`src/rtl/systolic_pkg.sv`:
```
// Shared defaults and FSM state type for the 4x4 systolic array feeder.
package systolic_pkg;

    localparam int unsigned N_DEF   = 4;
    localparam int unsigned DW_DEF  = 8;
    localparam int unsigned K_DEF   = 4;
    localparam int unsigned CW_DEF  = 16;
    localparam int unsigned TMO_DEF = 64;

    localparam int unsigned BEAT_W  = $clog2(K_DEF + N_DEF);

    typedef enum logic [2:0] {
        IDLE,
        CLEAR,
        FEED,
        WAIT,
        DONE
    } state_t;

endpackage

```
`src/rtl/systolic_skew_lane.sv`:
```
// One skewed operand lane: on beat t emits element t-lane when it lies in 0..K-1.
module systolic_skew_lane
    import systolic_pkg::*;
#(
    parameter int unsigned DW = DW_DEF,
    parameter int unsigned K  = K_DEF,
    parameter int unsigned BW = BEAT_W
) (
    input  logic            clk,
    input  logic            rst,
    input  logic [K*DW-1:0] elems_i,
    input  logic [BW-1:0]   lane_i,
    input  logic [BW-1:0]   beat_i,
    input  logic            feed_i,
    output logic [DW-1:0]   data_o,
    output logic            valid_o
);

    logic [DW-1:0] data_d, data_q;
    logic          valid_d, valid_q;
    logic [BW-1:0] off;

    always_comb begin
        off     = beat_i - lane_i;
        data_d  = '0;
        valid_d = 1'b0;
        if (feed_i && (beat_i >= lane_i)) begin
            for (int unsigned k = 0; k < K; k++) begin
                if (off == BW'(k)) begin
                    data_d  = elems_i[k*DW +: DW];
                    valid_d = 1'b1;
                end
            end
        end
    end

    always_ff @(posedge clk) begin
        if (rst) begin
            data_q  <= '0;
            valid_q <= 1'b0;
        end else begin
            data_q  <= data_d;
            valid_q <= valid_d;
        end
    end

    assign data_o  = data_q;
    assign valid_o = valid_q;

endmodule

```
`src/rtl/systolic_feeder_4x4.sv`:
```
// Host-side initiator for the 4x4 systolic array: operand latch, skewed feed,
// done/timeout wait and result capture.
module systolic_feeder_4x4
    import systolic_pkg::*;
#(
    parameter int unsigned N   = N_DEF,
    parameter int unsigned DW  = DW_DEF,
    parameter int unsigned K   = K_DEF,
    parameter int unsigned CW  = CW_DEF,
    parameter int unsigned TMO = TMO_DEF
) (
    input  logic              clk,
    input  logic              rst,
    input  logic              start,
    input  logic [N*K*DW-1:0] a_mat_flat,
    input  logic [K*N*DW-1:0] b_mat_flat,
    output logic              busy,
    output logic              clr,
    output logic [N*DW-1:0]   a_left_flat,
    output logic [N-1:0]      a_v_row_flat,
    output logic [N*DW-1:0]   b_top_flat,
    output logic [N-1:0]      b_v_col_flat,
    input  logic              array_done,
    input  logic [N*N*CW-1:0] c_in_flat,
    output logic [N*N*CW-1:0] c_out_flat,
    output logic              c_valid,
    output logic              err
);

    localparam int unsigned BW = $clog2(K + N);
    localparam int unsigned TW = $clog2(TMO);

    state_t            state_q, state_d;
    logic [BW-1:0]     beat_q, beat_d;
    logic [TW-1:0]     tmo_q, tmo_d;
    logic [N*K*DW-1:0] a_q;
    logic [K*N*DW-1:0] b_q;
    logic              busy_q, clr_q, c_valid_q, err_q;
    logic [N*N*CW-1:0] c_out_q;
    logic              accept, done_hit, tmo_hit, feed_d;

    // busy_q also covers the err cycle, where the FSM is already back in IDLE
    assign accept   = (state_q == IDLE) && start && !busy_q;
    assign done_hit = (state_q == WAIT) && array_done;
    assign tmo_hit  = (state_q == WAIT) && !array_done && (tmo_q == TW'(TMO - 1));

    always_comb begin
        state_d = state_q;
        beat_d  = beat_q;
        tmo_d   = '0;
        unique case (state_q)
            IDLE:  if (accept) state_d = CLEAR;
            CLEAR: begin
                state_d = FEED;
                beat_d  = '0;
            end
            FEED: begin
                if (beat_q == BW'(K + N - 2)) state_d = WAIT;
                else                          beat_d  = beat_q + 1'b1;
            end
            WAIT: begin
                tmo_d = tmo_q + 1'b1;
                if (done_hit)     state_d = DONE;
                else if (tmo_hit) state_d = IDLE;
            end
            DONE:    state_d = IDLE;
            default: state_d = IDLE;
        endcase
    end

    always_ff @(posedge clk) begin
        if (rst) begin
            state_q   <= IDLE;
            beat_q    <= '0;
            tmo_q     <= '0;
            busy_q    <= 1'b0;
            clr_q     <= 1'b0;
            c_valid_q <= 1'b0;
            err_q     <= 1'b0;
            c_out_q   <= '0;
        end else begin
            state_q   <= state_d;
            beat_q    <= beat_d;
            tmo_q     <= tmo_d;
            busy_q    <= (state_d != IDLE) || tmo_hit;
            clr_q     <= (state_d == CLEAR);
            c_valid_q <= done_hit;
            err_q     <= tmo_hit;
            if (done_hit) c_out_q <= c_in_flat;
        end
    end

    always_ff @(posedge clk) begin
        if (accept) begin
            a_q <= a_mat_flat;
            b_q <= b_mat_flat;
        end
    end

    // Lanes register from next-state so beat 0 appears the cycle after CLEAR
    assign feed_d = (state_d == FEED);

    logic [N-1:0][K*DW-1:0] col_elems;

    always_comb begin
        col_elems = '0;
        for (int unsigned c = 0; c < N; c++) begin
            for (int unsigned k = 0; k < K; k++) begin
                col_elems[c][k*DW +: DW] = b_q[(k*N + c)*DW +: DW];
            end
        end
    end

    for (genvar r = 0; r < N; r++) begin : g_lane
        systolic_skew_lane #(.DW(DW), .K(K), .BW(BW)) u_row (
            .clk     (clk),
            .rst     (rst),
            .elems_i (a_q[r*K*DW +: K*DW]),
            .lane_i  (BW'(r)),
            .beat_i  (beat_d),
            .feed_i  (feed_d),
            .data_o  (a_left_flat[r*DW +: DW]),
            .valid_o (a_v_row_flat[r])
        );

        systolic_skew_lane #(.DW(DW), .K(K), .BW(BW)) u_col (
            .clk     (clk),
            .rst     (rst),
            .elems_i (col_elems[r]),
            .lane_i  (BW'(r)),
            .beat_i  (beat_d),
            .feed_i  (feed_d),
            .data_o  (b_top_flat[r*DW +: DW]),
            .valid_o (b_v_col_flat[r])
        );
    end

    assign busy       = busy_q;
    assign clr        = clr_q;
    assign c_valid    = c_valid_q;
    assign err        = err_q;
    assign c_out_flat = c_out_q;

endmodule

```
`config.mk`:
```
export PLATFORM = sky130hd
export DESIGN_NAME = systolic_feeder_4x4
export DESIGN_NICKNAME = d
export VERILOG_FILES = /design/src/rtl/systolic_pkg.sv /design/src/rtl/systolic_skew_lane.sv /design/src/rtl/systolic_feeder_4x4.sv
export SDC_FILE = /design/constraint.sdc
export NUM_CORES = 1
export LEC_CHECK = 0
export CORE_AREA = 2 2 332 334
export CTS_CLUSTER_DIAMETER = 100
export DETAILED_ROUTE_END_ITERATION = 12
export DIE_AREA = 0 0 334 336
export PLACE_DENSITY_LB_ADDON = 0.1
export SYNTH_ARGS = -nofsm -noshare
export SYNTH_HDL_FRONTEND = slang
export SYNTH_SLANG_ARGS = --single-unit
```
`constraint.sdc`:
```
create_clock -name clk -period 20.8 [get_ports clk]
set_input_delay 4.16 -clock clk [delete_from_list [all_inputs] [get_ports clk]]
set_output_delay 4.16 -clock clk [all_outputs]
set_load 0.05 [all_outputs]
```
# Word-level counts from Yosys, hierarchy flattened
# Cells that the tools add are included.
[word_totals]
n_memories = 0
mem_bits_rw = 0
latchBits = 0
romBits = 0
input_bits = 516
reg_bits = 596
out_inout_bits = 332
elab_cells = 133
[op_classes]
eq_ne = 19
n_bitwise = 5
div_mod_pow = 0
mul = 0
magnitude_cmp = 4
muxes = 55
shifts = 0
reduce_logical = 23
n_addsub = 5
[op_table]
columns = ["op", "n"]
rows = [
  ["two-way mux 8 bit", 32],
  ["equality test 3 x 2 -> 1 bit (second input constant)", 11],
  ["equality test 3 x 1 -> 1 bit (second input constant)", 6],
  ["two-way mux 1 bit", 16],
  ["zero test 3 bit", 5],
  ["two-way mux 3 bit", 5],
  ["one-hot mux 3 bit (4 select lines)", 1],
  ["OR reduction 2 bit", 5],
  ["logical AND 1 bit", 9],
  ["adder 6 x 1 -> 6 bit (second input constant)", 1],
  ["equality test 6 bit (second input constant)", 1],
  [">= comparator 3 x 1 -> 1 bit (second input constant)", 2],
  [">= comparator 3 x 2 -> 1 bit (second input constant)", 2],
  ["one-hot mux 3 bit (2 select lines)", 1],
  ["subtractor 3 x 2 -> 3 bit (second input constant)", 2],
  ["inverter 1 bit", 5],
  ["adder 3 x 1 -> 3 bit (second input constant)", 1],
  ["equality test 3 bit (second input constant)", 1],
  ["nonzero test 3 bit", 1],
  ["subtractor 3 x 1 -> 3 bit (second input constant)", 1],
  ["zero test 1 bit", 2],
  ["logical OR 1 bit", 1],
]

# Longest topological paths before layout
[depth]
depth_word = 10
mapped_depth = 15
depth_no_buf = 11

# Cells and area by module
# Synthesis repeated with hierarchy kept, for this count alone.
[hier_totals]
hier_cells = 1463
hier_area_um2 = 20808.7
[modules_own_cells]
columns = ["module", "instances", "cells_each", "area_per_inst_um2", "seq_area_each_um2"]
rows = [
  ["systolic_feeder_4x4", 1, 941, 16201.8, 13132.6],
  ["systolic_skew_lane at g_lane[0].u_col ...", 5, 63, 554.3, 180.2],
  ["systolic_skew_lane at g_lane[2].u_row ...", 3, 69, 611.8, 180.2],
]

# Worst setup path before layout
# Ideal clock, no wire load.
[synth_path]
kind = "input port to flip-flop"
startpoint = "in start"
endpoint = "reg a_q[0], enable pin"
arrival_ns = 9.857
slack_ns = 10.337
stages = 3
cell_sequence = "or3b_1 > or3_1 > inv_1"
[synth_between]
elab_chain_len = 2
[synth_lines]
columns = ["element", "line_no", "rtl"]
rows = [
  ["start, declared", "systolic_feeder_4x4.sv:14", "input logic start,"],
  ["logical AND 1 bit (2 in a row)", "systolic_feeder_4x4.sv:43", "assign accept = (state_q == IDLE) && start && !busy_q;"],
  ["net accept", "systolic_feeder_4x4.sv:40", "logic accept, done_hit, tmo_hit, feed_d;"],
  ["end signal, assigned", "systolic_feeder_4x4.sv:95", "a_q <= a_mat_flat;"],
  ["end, declared", "systolic_feeder_4x4.sv:36", "logic [N*K*DW-1:0] a_q;"],
]
# The timed path passes the listed nets, and every way through them passes these cells.
# A chain may end at the register's enable or synchronous reset.

# Worst setup path in the final report
[layout_path]
startpoint = "in start"
endpoint = "reg a_q[36], enable pin"
# Same word-level chain as after synthesis.

==> flow_metrics.py <==
metrics = {
    "yosys": {
        "synth_top_family_by_area": "compound AO/OA/AOI/OAI gates",
        "yosys_warnings": 0,
        "synth_top_cell_area_share_pct": 36.7,
        "yosys-top-cells-count": "nand2_1 (341), dfxtp_1 (340), edfxtp_1 (256), a21oi_1 (183), a22o_1 (93)",
        "synth_edf_count": 256,
        "synth_fp_nets": 2198,
        "ys.flop_type": "dfxtp_1",
        "syn-cell-area_mm2": 0.0209,
        "synth-seq-cells": 596,
        "synth_compound_area_share_pct": 13.1,
        "synth-simple-area-share_pct": 10.7,
        "netlist_instances": 1676,
        "synthAdderAreaFrac_pct": 0.359,
        "synth_cell_types": 61,
        "yosysTopAreaCell": "edfxtp_1",
        "ys_top_cells_by_area": "edfxtp_1 (37%), dfxtp_1 (33%), nand2_1 (6.1%)",
        "synth_seq_area_share_pct": 69.3,
        "syn_area_per_cell_um2": 12.5,
        "synthMostInstantiatedCell": "nand2_1",
        "synthMuxAreaShare_pct": 3.44,
        "synth_xor_area_share_pct": 0.167,
        "async_flop_share_pct": 0,
    },
    "timing": {
        "fin_setup_tns_ns": 0,
        "worst_slew_pin_slew_ns": 1.19,
        "setup_ws_ns": 13.94,
        "period_share_pct": 33.0,
        "finalHoldViolCount": 0,
        "finalClockSkew_ns": 0.0198,
        "finalMaxSlewViolations": 0,
        "fin_crit_ns": 6.86,
        "setup_violations": 0,
        "relSlewSlack_pct": 20.7,
        "fmax_mhz": 146,
        "rsz0062_at_grt": "false",
    },
    "final_layout": {
        "fin_nets": 3017,
        "drive_above_1_share_pct": 8.66,
        "fin_area_mm2": 0.0333,
        "area_delta_synth_final_pct": 59.1,
        "final_util_pct": 30.7,
    },
    "place": {
        "dp_worst_setup_slack_ns": 13.26,
        "gp_congestion": 0.813,
        "io_buffers": 847,
        "hpwlAfterDp_um": 66800,
        "post_dp_cell_area_mm2": 0.0308,
    },
    "critical_path": {
        "crit_type": "input pin to flop",
        "crit_slowest_cell": "buf_4",
        "rr_endpoint": "g_lane[0].u_row.data_o[3]",
        "crit_arrival_ns": 7.09,
        "ff2ff_path_depth": 12,
        "slowest_delay_ns": 0.88,
        "critPathLaunchType": "input pin",
        "worstPathRequired_ns": 21.03,
        "r2r_slack_ns": 16.38,
        "cp-end-kind": "flop",
        "crit_family": "buffers and inverters",
        "path_max_fanout": 110,
        "path_cells": "clkdlybuf4s50_1 -> or3b_1 -> or3_1 -> inv_8 -> buf_4",
        "rr_startpoint": "beat_q[0]",
        "crit_buf_inv": 3,
    },
    "cts": {
        "post_cts_buffers": 0,
        "cts_buffers": 75,
        "htreeDepth": 3,
        "clk_transition_reported_paths_ns": 0.05,
        "cts_resized": 0,
        "ctsRootBufferMaster": "clkbuf_16",
        "clock_latency_ns": 0.62,
        "cts_buffer_depth": 3,
        "tritoncts": "yes",
        "cts_sinks": 596,
        "cts_hold_buffers": 0,
    },
    "min_path": {
        "worstHoldEndpoint": "c_out_flat[31]",
        "hold_start": "c_out_flat[31]",
        "hold_path.class": "flop to flop",
        "min_path_cells": 2,
    },
    "die": {
        "num_rows": 121,
        "num_io_pins": 848,
        "fp.dieH_um": 336,
        "fp.coreArea_mm2": 0.108,
        "initial_core_util_pct": 19.3,
        "dieArea_mm2": 0.112,
        "die_x_um": 334,
    },
    "grt": {
        "grt_max_degree": 111,
        "grt_pass1_vias": 17000,
        "grt_antenna_before_repair": 31,
        "grt_pass1_wl_um": 127000,
        "grt_remaining_overflow": 0,
        "gr-usage-all-layers_pct": 15.7,
    },
    "pwr": {
        "p_leak_nw": 11.2,
        "power.density_mw_per_mm2": 86.1,
        "p_total_w": 0.00286,
        "peakVddDrop_v": 0.0000485,
    },
    "drt": {
        "wl_per_cell_um": 23.1,
        "first_pass_iters": 6,
        "viasPerCell": 4.14,
        "antenna_left": 0,
        "drt_iter0_drc": 843,
        "drc_errors": 0,
        "drt-total-wl_um": 91900,
        "vias": 16500,
    },
    "outcome": {
        "status": "finished clean",
    },
    "flow_run": {
        "drv_cap": 0,
    },
}
tightest hold or removal path: cells and delay by family (launching register included):
family	cells	cell delay [ns]
flops	1	0.30
compound gates	1	0.05
simple gates	1	0.05
how the worst max path moves through the flow:
stage          startpoint  endpoint  slack [ns]  depth (start not counted)
6_report            start   a_q[36]       13.94                          5
5_1_grt             start   a_q[52]       13.80                          5
4_1_cts             start  a_q[124]       13.94                          5
3_5_place_dp        start  a_q[118]       13.26                          5
3_3_place_gp        start  a_q[109]       13.30                          5
2_1_floorplan       start    a_q[0]       10.34                          3
registers in the layout, indices dropped and copies added, names as in the netlist:
register              count
c_out_flat              256
a_q                     128
b_q                     128
g_lane.u_col.data_o      32
g_lane.u_row.data_o      32
tmo_q                     6
beat_q                    3
state_q                   3
g_lane.u_col.valid_o      2
g_lane.u_row.valid_o      2
busy                      1
c_valid                   1
clr                       1
err                       1
layout make-up:
| class | count | area (um2) |
|---|---|---|
| inverter | 12 | 52.6 |
| multi-input combinational | 940 | 5860 |
| clock inverter | 23 | 204 |
| timing repair buffer | 870 | 8650 |
| sequential | 596 | 14500 |
| fill | 11000 | 75100 |
| antenna | 12 | 30.0 |
| tap | 1414 | 1770 |
| clock buffer | 110 | 2220 |
layer usage:
| layer | up-vias | global-route usage, % | part of all wire, % |
|---|---|---|---|
| met5 | - | 0 | 0.27 |
| met4 | 38 | 5.18 | 2.5 |
| met3 | 138 | 6.15 | 8.6 |
| met2 | 596 | 27.8 | 51 |
| met1 | 7968 | 17.2 | 38 |
| li1 | 7720 | - | - |
layout by cell type (no fill, tap or decap), types with 6 or more instances in the layout:
cell / n
clkdlybuf4s50_1: 846
clkbuf_1: 17
clkbuf_8: 15
a21o_1: 12
a21oi_1: 183
clkbuf_16: 78
diode_2: 12
nand2b_1: 16
edfxtp_1: 256
mux4_2: 32
nand4_1: 12
o221a_1: 10
or2_2: 18
nor2_1: 15
ha_1: 6
o221a_2: 6
dfxtp_1: 340
buf_4: 23
nand3_1: 31
nor3b_1: 16
nand2_1: 341
clkinv_2: 13
inv_1: 10
o21ai_0: 34
a32o_1: 16
a31oi_1: 18
nor2b_1: 14
a22o_1: 93
per-stage QoR:
step | cells | hold slack (ns)
2_1_floorplan | 1676 | 0.418
3_3_place_gp | 3832 | 0.429
3_5_place_dp | 3832 | 0.447
4_1_cts | 3965 | 0.454
5_1_grt | 3970 | 0.470
6_report | 3977 | 0.452
kinds of logic after synthesis:
kind of cell,Yosys count
AOI/OAI and AO/OA,402
buffers and inverters,140
adders and majority gates,6
DFF,596
xor gates and xnor gates,4
muxes,32
and+or+nand+nor,496
power breakdown:
group	total (W)	switching, W	internal [W]
Clock	0.00129	0.000521	0.000766
Sequential	0.00130	0.0000166	0.00129
Combinational	0.000274	0.000137	0.000137
Total	0.00286	0.000674	0.00219
No activity file was read; power rests on OpenSTA's default activity.
